`src/rtl/mcu_bus_pkg.sv`:
```
// Shared types and default address map for the MCU data-space bus decoder.
// Slave 0 is the ack-handshaked register arbiter window; the rest are zero-wait windows.
package mcu_bus_pkg;

    localparam int MCU_ADDR_W  = 16;
    localparam int MCU_DATA_W  = 8;
    localparam int DEF_NUM_SLV = 4;
    localparam int DEF_TIMEOUT = 15;

    // Slice i belongs to slave i, so the listing reads from slave 3 down to slave 0.
    localparam logic [DEF_NUM_SLV*MCU_ADDR_W-1:0] DEF_SLV_BASE =
        {16'h3000, 16'h2000, 16'h0000, 16'hFE00};
    localparam logic [DEF_NUM_SLV*MCU_ADDR_W-1:0] DEF_SLV_MASK =
        {16'hF000, 16'hF000, 16'hF000, 16'hFE00};
    localparam logic [DEF_NUM_SLV-1:0] DEF_SLV_ACKED = 4'b0001;

    // Every bit of the read data is forced to this value on a read timeout.
    localparam logic ERR_RDATA_BIT = 1'b1;

    typedef enum logic [1:0] {
        IDLE   = 2'd0,
        STROBE = 2'd1,
        ACKW   = 2'd2,
        DONE   = 2'd3
    } bus_state_e;

    function automatic int sel_width(input int num_slv);
        return (num_slv > 1) ? $clog2(num_slv) : 1;
    endfunction

endpackage

```
`src/rtl/mcu_addr_match.sv`:
```
// Per-slave base/mask compare followed by a priority encoder.
// When windows overlap, the lowest slave index wins.
module mcu_addr_match
    import mcu_bus_pkg::*;
#(
    parameter int                          NUM_SLV  = DEF_NUM_SLV,
    parameter int                          ADDR_W   = MCU_ADDR_W,
    parameter int                          SEL_W    = sel_width(DEF_NUM_SLV),
    parameter logic [NUM_SLV*ADDR_W-1:0]   SLV_BASE = DEF_SLV_BASE,
    parameter logic [NUM_SLV*ADDR_W-1:0]   SLV_MASK = DEF_SLV_MASK
)(
    input  logic [ADDR_W-1:0] i_addr,
    output logic              o_hit,
    output logic [SEL_W-1:0]  o_sel
);

    logic [NUM_SLV-1:0] w_match;

    for (genvar g = 0; g < NUM_SLV; g++) begin : g_cmp
        assign w_match[g] =
            ((i_addr & SLV_MASK[g*ADDR_W +: ADDR_W]) == SLV_BASE[g*ADDR_W +: ADDR_W]);
    end

    // Scan from the top so the lowest matching index is written last.
    always_comb begin
        o_hit = 1'b0;
        o_sel = '0;
        for (int i = NUM_SLV - 1; i >= 0; i--) begin
            if (w_match[i]) begin
                o_hit = 1'b1;
                o_sel = SEL_W'(i);
            end
        end
    end

endmodule

```
`src/rtl/mcu_bus_dec.sv`:
```
// MCU data-space decoder: routes each access to one slave window, stalls the core
// via mem_wait, times out unanswered acked accesses and flags misses/timeouts.
//
//   state  | meaning
//   IDLE   | waiting for memwr/memrd; latches address, data, direction and hit
//   STROBE | one-cycle slave strobe; zero-wait slaves and immediate acks finish here
//   ACKW   | waiting for the selected slave's ack, timer running
//   DONE   | mem_wait released, mem_err pulses if the access failed
module mcu_bus_dec
    import mcu_bus_pkg::*;
#(
    parameter int                          NUM_SLV   = DEF_NUM_SLV,
    parameter int                          ADDR_W    = MCU_ADDR_W,
    parameter int                          DATA_W    = MCU_DATA_W,
    parameter logic [NUM_SLV*ADDR_W-1:0]   SLV_BASE  = DEF_SLV_BASE,
    parameter logic [NUM_SLV*ADDR_W-1:0]   SLV_MASK  = DEF_SLV_MASK,
    parameter logic [NUM_SLV-1:0]          SLV_ACKED = DEF_SLV_ACKED,
    parameter int                          TIMEOUT   = DEF_TIMEOUT
)(
    input  logic                        i_clk,
    input  logic                        i_rst,
    input  logic [ADDR_W-1:0]           i_memaddr,
    input  logic                        i_memwr,
    input  logic                        i_memrd,
    input  logic [DATA_W-1:0]           i_memdata_r,
    output logic [DATA_W-1:0]           o_memdata_w,
    output logic                        o_mem_wait,
    output logic                        o_mem_err,
    output logic [ADDR_W-1:0]           o_err_addr,
    output logic [ADDR_W-1:0]           o_slv_addr,
    output logic [DATA_W-1:0]           o_slv_wdata,
    output logic [NUM_SLV-1:0]          o_slv_write,
    output logic [NUM_SLV-1:0]          o_slv_read,
    input  logic [NUM_SLV*DATA_W-1:0]   i_slv_rdata,
    input  logic [NUM_SLV-1:0]          i_slv_ack
);

    localparam int                SEL_W   = sel_width(NUM_SLV);
    localparam int                TMR_W   = $clog2(TIMEOUT + 1);
    localparam logic [TMR_W-1:0]  TMR_END = TMR_W'(TIMEOUT);

    bus_state_e           r_state;
    bus_state_e           w_state_nxt;

    logic [SEL_W-1:0]     r_sel;
    logic                 r_is_wr;
    logic                 r_err;
    logic [TMR_W-1:0]     r_tmr;
    logic [ADDR_W-1:0]    r_slv_addr;
    logic [DATA_W-1:0]    r_slv_wdata;
    logic [NUM_SLV-1:0]   r_slv_write;
    logic [NUM_SLV-1:0]   r_slv_read;
    logic [DATA_W-1:0]    r_memdata_w;
    logic [ADDR_W-1:0]    r_err_addr;

    logic                 w_req;
    logic                 w_hit;
    logic [SEL_W-1:0]     w_hit_sel;
    logic [NUM_SLV-1:0]   w_onehot;
    logic                 w_sel_ack;
    logic                 w_sel_acked;
    logic [DATA_W-1:0]    w_sel_rdata;
    logic [TMR_W-1:0]     w_tmr_nxt;

    logic                 w_mem_wait;
    logic                 w_mem_err;
    logic                 w_latch;
    logic                 w_capture;
    logic                 w_fill;
    logic                 w_tmr_clr;
    logic                 w_tmr_inc;
    logic                 w_err_set;

    assign w_req    = i_memwr | i_memrd;
    assign w_onehot = NUM_SLV'(1) << w_hit_sel;

    mcu_addr_match #(
        .NUM_SLV  (NUM_SLV),
        .ADDR_W   (ADDR_W),
        .SEL_W    (SEL_W),
        .SLV_BASE (SLV_BASE),
        .SLV_MASK (SLV_MASK)
    ) u_match (
        .i_addr (i_memaddr),
        .o_hit  (w_hit),
        .o_sel  (w_hit_sel)
    );

    // Only the latched slave's ack and read data are visible to the FSM.
    always_comb begin
        w_sel_ack   = 1'b0;
        w_sel_acked = 1'b0;
        w_sel_rdata = '0;
        for (int i = 0; i < NUM_SLV; i++) begin
            if (r_sel == SEL_W'(i)) begin
                w_sel_ack   = i_slv_ack[i];
                w_sel_acked = SLV_ACKED[i];
                w_sel_rdata = i_slv_rdata[i*DATA_W +: DATA_W];
            end
        end
    end

    // Counts ACKW cycles including the current one; holds at TIMEOUT instead of wrapping.
    assign w_tmr_nxt = (r_tmr == TMR_END) ? r_tmr : r_tmr + 1'b1;

    always_ff @(posedge i_clk) begin
        if (i_rst) begin
            r_state <= IDLE;
        end else begin
            r_state <= w_state_nxt;
        end
    end

    always_comb begin
        w_state_nxt = r_state;
        w_mem_wait  = 1'b0;
        w_mem_err   = 1'b0;
        w_latch     = 1'b0;
        w_capture   = 1'b0;
        w_fill      = 1'b0;
        w_tmr_clr   = 1'b0;
        w_tmr_inc   = 1'b0;
        w_err_set   = 1'b0;

        case (r_state)
            IDLE: begin
                w_mem_wait = w_req;
                if (w_req) begin
                    w_latch = 1'b1;
                    if (w_hit) begin
                        w_state_nxt = STROBE;
                    end else begin
                        w_err_set   = 1'b1;
                        w_state_nxt = DONE;
                    end
                end
            end

            STROBE: begin
                w_mem_wait = 1'b1;
                if (!w_sel_acked || w_sel_ack) begin
                    w_capture   = !r_is_wr;
                    w_state_nxt = DONE;
                end else begin
                    w_tmr_clr   = 1'b1;
                    w_state_nxt = ACKW;
                end
            end

            ACKW: begin
                w_mem_wait = 1'b1;
                w_tmr_inc  = 1'b1;
                // An ack in the timeout cycle still completes the access cleanly.
                if (w_sel_ack) begin
                    w_capture   = !r_is_wr;
                    w_state_nxt = DONE;
                end else if (w_tmr_nxt == TMR_END) begin
                    w_fill      = !r_is_wr;
                    w_err_set   = 1'b1;
                    w_state_nxt = DONE;
                end
            end

            DONE: begin
                w_mem_err   = r_err;
                w_state_nxt = IDLE;
            end

            default: begin
                w_state_nxt = IDLE;
            end
        endcase
    end

    always_ff @(posedge i_clk) begin
        if (i_rst) begin
            r_sel       <= '0;
            r_is_wr     <= 1'b0;
            r_err       <= 1'b0;
            r_tmr       <= '0;
            r_slv_addr  <= '0;
            r_slv_wdata <= '0;
            r_slv_write <= '0;
            r_slv_read  <= '0;
            r_memdata_w <= '0;
            r_err_addr  <= '0;
        end else begin
            // Strobes are loaded only on the IDLE->STROBE edge, so they last one cycle.
            r_slv_write <= '0;
            r_slv_read  <= '0;
            // Every entry into DONE passes through a cycle that decides w_err_set.
            r_err       <= w_err_set;

            if (w_latch) begin
                r_slv_addr  <= i_memaddr;
                r_slv_wdata <= i_memdata_r;
                r_is_wr     <= i_memwr;
                r_sel       <= w_hit_sel;
                if (w_hit) begin
                    if (i_memwr) begin
                        r_slv_write <= w_onehot;
                    end else begin
                        r_slv_read  <= w_onehot;
                    end
                end
            end

            if (w_err_set) begin
                r_err_addr <= (r_state == IDLE) ? i_memaddr : r_slv_addr;
            end

            if (w_tmr_clr) begin
                r_tmr <= '0;
            end else if (w_tmr_inc) begin
                r_tmr <= w_tmr_nxt;
            end

            if (w_capture) begin
                r_memdata_w <= w_sel_rdata;
            end else if (w_fill) begin
                r_memdata_w <= {DATA_W{ERR_RDATA_BIT}};
            end
        end
    end

    assign o_memdata_w = r_memdata_w;
    assign o_mem_wait  = w_mem_wait;
    assign o_mem_err   = w_mem_err;
    assign o_err_addr  = r_err_addr;
    assign o_slv_addr  = r_slv_addr;
    assign o_slv_wdata = r_slv_wdata;
    assign o_slv_write = r_slv_write;
    assign o_slv_read  = r_slv_read;

endmodule

```
`config.mk`:
```
export PLATFORM = sky130hd
export DESIGN_NAME = mcu_bus_dec
export DESIGN_NICKNAME = d
export VERILOG_FILES = /design/src/rtl/mcu_bus_pkg.sv /design/src/rtl/mcu_addr_match.sv /design/src/rtl/mcu_bus_dec.sv
export SDC_FILE = /design/constraint.sdc
export NUM_CORES = 1
export LEC_CHECK = 0
export CAP_MARGIN = 20
export CORE_AREA = 2 2 95 97
export CTS_CLUSTER_DIAMETER = 50
export DETAILED_ROUTE_END_ITERATION = 10
export DIE_AREA = 0 0 97 99
export DONT_BUFFER_PORTS = 1
export GPL_TIMING_DRIVEN = 0
export SYNTH_ARGS = -nofsm -noshare
export SYNTH_HDL_FRONTEND = slang
export SYNTH_SLANG_ARGS = --single-unit
export TNS_END_PERCENT = 5
```
`constraint.sdc`:
```
create_clock -name i_clk -period 5.5 [get_ports i_clk]
set_clock_uncertainty 0.05 [all_clocks]
set_input_delay 1.375 -clock i_clk [delete_from_list [all_inputs] [get_ports i_clk]]
set_output_delay 1.375 -clock i_clk [all_outputs]
set_load 0.01 [all_outputs]
```
## Word level (Yosys, flattened, before mapping)

Cells that the tools add are included.

- Add/subtract/negate cells: 1
- Eq/ne operators: 13
- Shifts and indexed selects: 1
- Muxes and demuxes: 48
- Bitwise logic cells: 4
- Reduce and logical (&&, ||, !) cells: 12

Operator list:

| cell | number |
|---|---|
| 2-to-1 mux 8 bit | 6 |
| 2-to-1 mux 1 bit | 28 |
| zero test 16 bit | 1 |
| 2-to-1 mux 16 bit | 1 |
| 2-to-1 mux 2 bit | 8 |
| == test 2 bit, second input constant | 4 |
| == test 4 x 2 -> 1 bit, second input constant | 2 |
| == test 4 bit, second input constant | 2 |
| one-hot mux 2 bit (4 select lines) | 1 |
| OR reduction 4 bit | 2 |
| == test 7 bit, second input constant | 1 |
| one-hot mux 1 bit (2 select lines) | 3 |
| adder 4 x 1 -> 4 bit, second input constant | 1 |
| == test 2 x 1 -> 1 bit, second input constant | 2 |
| zero test 2 bit | 2 |
| 2-to-1 mux 4 bit | 1 |
| OR reduction 2 bit | 2 |
| << shifter 1 x 2 -> 4 bit, first input constant | 1 |
| inequality test 3 bit, second input constant | 1 |
| inverter 1 bit | 3 |
| zero test 1 bit | 2 |
| inequality test 2 bit, second input constant | 1 |
| AND reduction 2 bit | 1 |
| nonzero test 2 bit | 1 |
| other kinds (2) | 2 |

- Bits in registers: 66
- Input port bits: 64
- Output and inout bits: 58
- Word-level logic and storage cells: 90

## Longest topological paths before layout

- Word-level depth: 10
- Mapped depth: 9
- Gate-level depth less buffers: 6

## Cells and area by module

From an unflattened synthesis, not the netlist that was laid out.

- Cell total of the unflattened synthesis: 344
- Area total of the unflattened synthesis: 3,118.0 µm²

By module, submodules not included:

| module | instances | cells each | area an instance (µm²) | seq. area each (µm²) |
|---|---|---|---|---|
| mcu_bus_dec | 1 | 337 | 3,065.4 | 1,321.3 |
| mcu_addr_match | 1 | 7 | 52.6 | 0.0 |

## Worst setup path after synthesis

Ideal clock, no wire load.

- Kind: input -> output
- Start: input i_memwr
- End: output o_mem_wait
- Arrival time: 2.354 ns
- Data required time: 4.075 ns
- Path slack: 1.721 ns
- Stages: 7
- Path buffers: 3
- Path through: nor2_1 nor2b_1 buf_2 buf_2 buf_1 nor2_1 nor2_1

- Cells in the longest elaborated chain, start to end: 2

RTL lines:

| what | line | RTL |
|---|---|---|
| start: declaration | mcu_bus_dec.sv:23 | `input logic i_memwr,` |
| bitwise OR 1 bit | mcu_bus_dec.sv:74 | `assign w_req = i_memwr \| i_memrd;` |
| one-hot mux 1 bit (2 select lines) | mcu_bus_dec.sv:125 | `case (r_state)` |
| end: declaration | mcu_bus_dec.sv:27 | `output logic o_mem_wait,` |

No other way between the ends.

## Worst setup path in the final report

Ends and elaborated chain as after synthesis.

==> reports/results.tsv <==
stage	metric	value	unit
floorplan	Chip Height	99	µm
global_route	Total GRT Usage	18.0	%
floorplan	DIE WIDTH	97	µm
critical_path	cell mode on critical path	nor2_1	
cts	Worst-path clk slew	60	ps
critical_path	Crit Path Max Fanout	10	
power	Static Leak	1.24	nW
sta	Final Setup Violations	0	
sta	fin crit period	4250	ps
synthesis	area leader, netlist	dfxtp_1	
sta	Setup WS post-layout	1250	ps
synthesis	Ys Warns	0	
placement	HPWL Detailed	6290	µm
sta	Tcrit/Tclk final	77.2	%
synthesis	ys flop type	dfxtp_1	
cts	worst skew pair latency	340	ps
sta	unrepaired setup endpoints after global routing	false	
sta	Peak Freq	236	MHz
cts	TritonCTS Sinks	66	
sta	Max Transition Viols Final	0	
cts	CTS tree	yes	
cts	CTS Root Cell	clkbuf_8	
power	PD cells	552	nW/µm²
critical_path	Worst path slowest cell	buf_1	
synthesis	most common cell in the netlist	dfxtp_1	
synthesis	syn_area_per_cell	9.46	µm²
synthesis	top cells by area, synth	dfxtp_1, nand2_1, mux4_2	
synthesis	top cell type's share of synthesized area	41.2	%
status	outcome	complete, no violations	
cells_and_area	Antenna diodes	0	
drt	Routed WL per cell	18.6	µm
cts	Num CTS Buffers	9	
critical_path	crit path launch type	primary input	
drt	final WL	8600	µm
synthesis	cell area after synthesis	3210	µm²
critical_path	worst path cell trace	nor2_1, nor2b_1, buf_2, buf_2, buf_1, nor2_1, nor2_1	
synthesis	Mapped Cells	339	
synthesis	post-synthesis sequential area ratio	41.2	%
cts	# Post-CTS Setup Buffers	0	
critical_path	WP data arrival	2820	ps
synthesis	Commonest cells post-synth	dfxtp_1, nand2_1, a21oi_1	
sta	Final Hold Viols	0	
critical_path	Crit path max-delay family	buffers and inverters	
drt	Vias	2633	
cts	Resize count post-CTS	0	
synthesis	Seq cells post-synth	66	
critical_path	worst path required time	4070	ps
cts	H-tree depth	3	
floorplan	total die area	9600	µm²
drt	First DRT Iteration DRCs	104	
synthesis	post-synth cell types	42	
sta	Slew @ Worst Pin	690	ps
global_route	first-pass GRT wire length	13900	µm
global_route	largest net degree at the start of global routing	11	
synthesis	Post-synth EDFFs	0	
run	total of max-cap violations	0	
critical_path	CP max stage delay	480	ps
global_route	initial antenna violation count	0	
critical_path	CP Class	in -> out	
drt	drt via density	5.69	
global_route	vias in the first global route	2635	
synthesis	Syn Nets	409	
drt	number of routed nets with antenna violations	0	
global_route	total congestion overflow	0	
cells_and_area	area grow syn2layout	11.0	%
floorplan	starting density of the core	37.5	%
cts	Post-CTS Hold Fix Bufs	0	
floorplan	I/O pins	122	
placement	routability cong.	0.802	
cells_and_area	Layout Utilization	41.6	%
sta	final setup TNS	0	ps
worst_hold_path	HP Class	reg -> reg	
power	worst vdd ir	224	µV
cells_and_area	ratio of cells with drive above 1 in the final layout	16.3	%
synthesis	async set or reset register ratio after synthesis	0	%
sta	Slew HR	54.0	%
cts	Clock Path Buffers	2	
drt	drt pass-1 iters	5	
critical_path	CP endpoint kind	primary output	
drt	drt drc	0	
critical_path	buffer and inverter count on the worst path	3	
placement	Port Buf Inserts	0	
cells_and_area	Final #Nets	420	
floorplan	CORE AREA	8550	µm²
placement	pre-CTS setup slack	1270	ps
floorplan	Rows	34	
-- path summary, 6_finish.rpt --
path / from / end / slack (ps) / depth (start not counted)
max: i_memwr / o_mem_wait / 1250 / 7
min: r_tmr[1]$_SDFFE_PP0P_ / r_tmr[1]$_SDFFE_PP0P_ / 450 / 2
max reg2reg: r_tmr[0]$_SDFFE_PP0P_ / o_err_addr[9]$_SDFFE_PP0P_ / 3160 / 6
min reg2reg: r_tmr[1]$_SDFFE_PP0P_ / r_tmr[1]$_SDFFE_PP0P_ / 450 / 2
-- placed cells by master, fill, tap and decap left out, drive strengths merged, types with 2 or more instances in the layout --
cell type,n
a2111oi,8
ha,6
and2,2
mux4,9
nor2,20
nand4bb,2
a211oi,27
buf,16
nor2b,2
nand4,3
o21a,2
nand2b,3
a21oi,28
and4,2
a221oi,16
clkbuf,28
nand3,5
mux2i,17
nand2,58
dfxtp,66
inv,13
nor3,5
-- registers in the layout (all words and copies together), names as in the netlist --
name and count:
o_slv_read 4, r_err 1, o_memdata_w 8, o_slv_addr 16, o_slv_wdata 8, r_sel 2
o_slv_write 4, r_is_wr 1, r_tmr 4, r_state 2, o_err_addr 16
-- stage by stage --
step | total power, mW | hold slack (ps) | cell area [µm²] | std cells
floorplan | 1.35 | 417 | 3210 | 339
global placement | 1.51 | 435 | 3340 | 447
detailed placement | 1.53 | 440 | 3340 | 447
CTS | 1.98 | 448 | 3560 | 463
global route | 2.10 | 481 | 3560 | 463
finish | 1.96 | 447 | 3560 | 463
-- per-layer routing --
| metal | share of wire (%) | routed length, µm | track usage (%) | vias up |
|---|---|---|---|---|
| li1 | - | - | - | 1270 |
| met1 | 44 | 3770 | 23.3 | 1272 |
| met2 | 47 | 4000 | 27.6 | 84 |
| met3 | 8.4 | 726 | 6.81 | 7 |
| met4 | 1.2 | 99 | 6.72 | 0 |
| met5 | 0 | 0 | 0 | - |
-- cell type report --
type | count | area (µm²)
fill | 862 | 4990
multi-input combinational | 231 | 1700
sequential | 66 | 1320
clock buffer | 15 | 186
buffer | 29 | 136
tap | 108 | 135
inverter | 13 | 48.8
clock inverter | 1 | 30.0
-- worst reg2reg max path, cell delays in order, from the launching register on --
cell and delay [ps]:
dfxtp_1 360, ha_1 290, nand4bb_1 260, a31oi_2 500, clkbuf_1 430, a221oi_1 160
a211oi_2 220
-- power by group --
group	switching [mW]	total (mW)	leakage, nW	internal, mW
Combinational	0.446	0.747	0.591	0.301
Sequential	0.165	0.773	0.541	0.607
Clock	0.185	0.445	0.110	0.260
-- logic make-up (layout without fill, tap and decap cells) --
| family | after synthesis | in the layout | share of synthesized area, % |
|---|---|---|---|
| simple gates | 106 | 106 | 14.8 |
| compound gates | 92 | 92 | 24.0 |
| flops | 66 | 66 | 41.2 |
| buf+inv | 42 | 58 | 5.77 |
| mux | 26 | 26 | 11.6 |
| fa+ha+maj | 6 | 6 | 2.34 |
| xor+xnor | 1 | 1 | 0.273 |
Power figures use the tool's default switching activity.
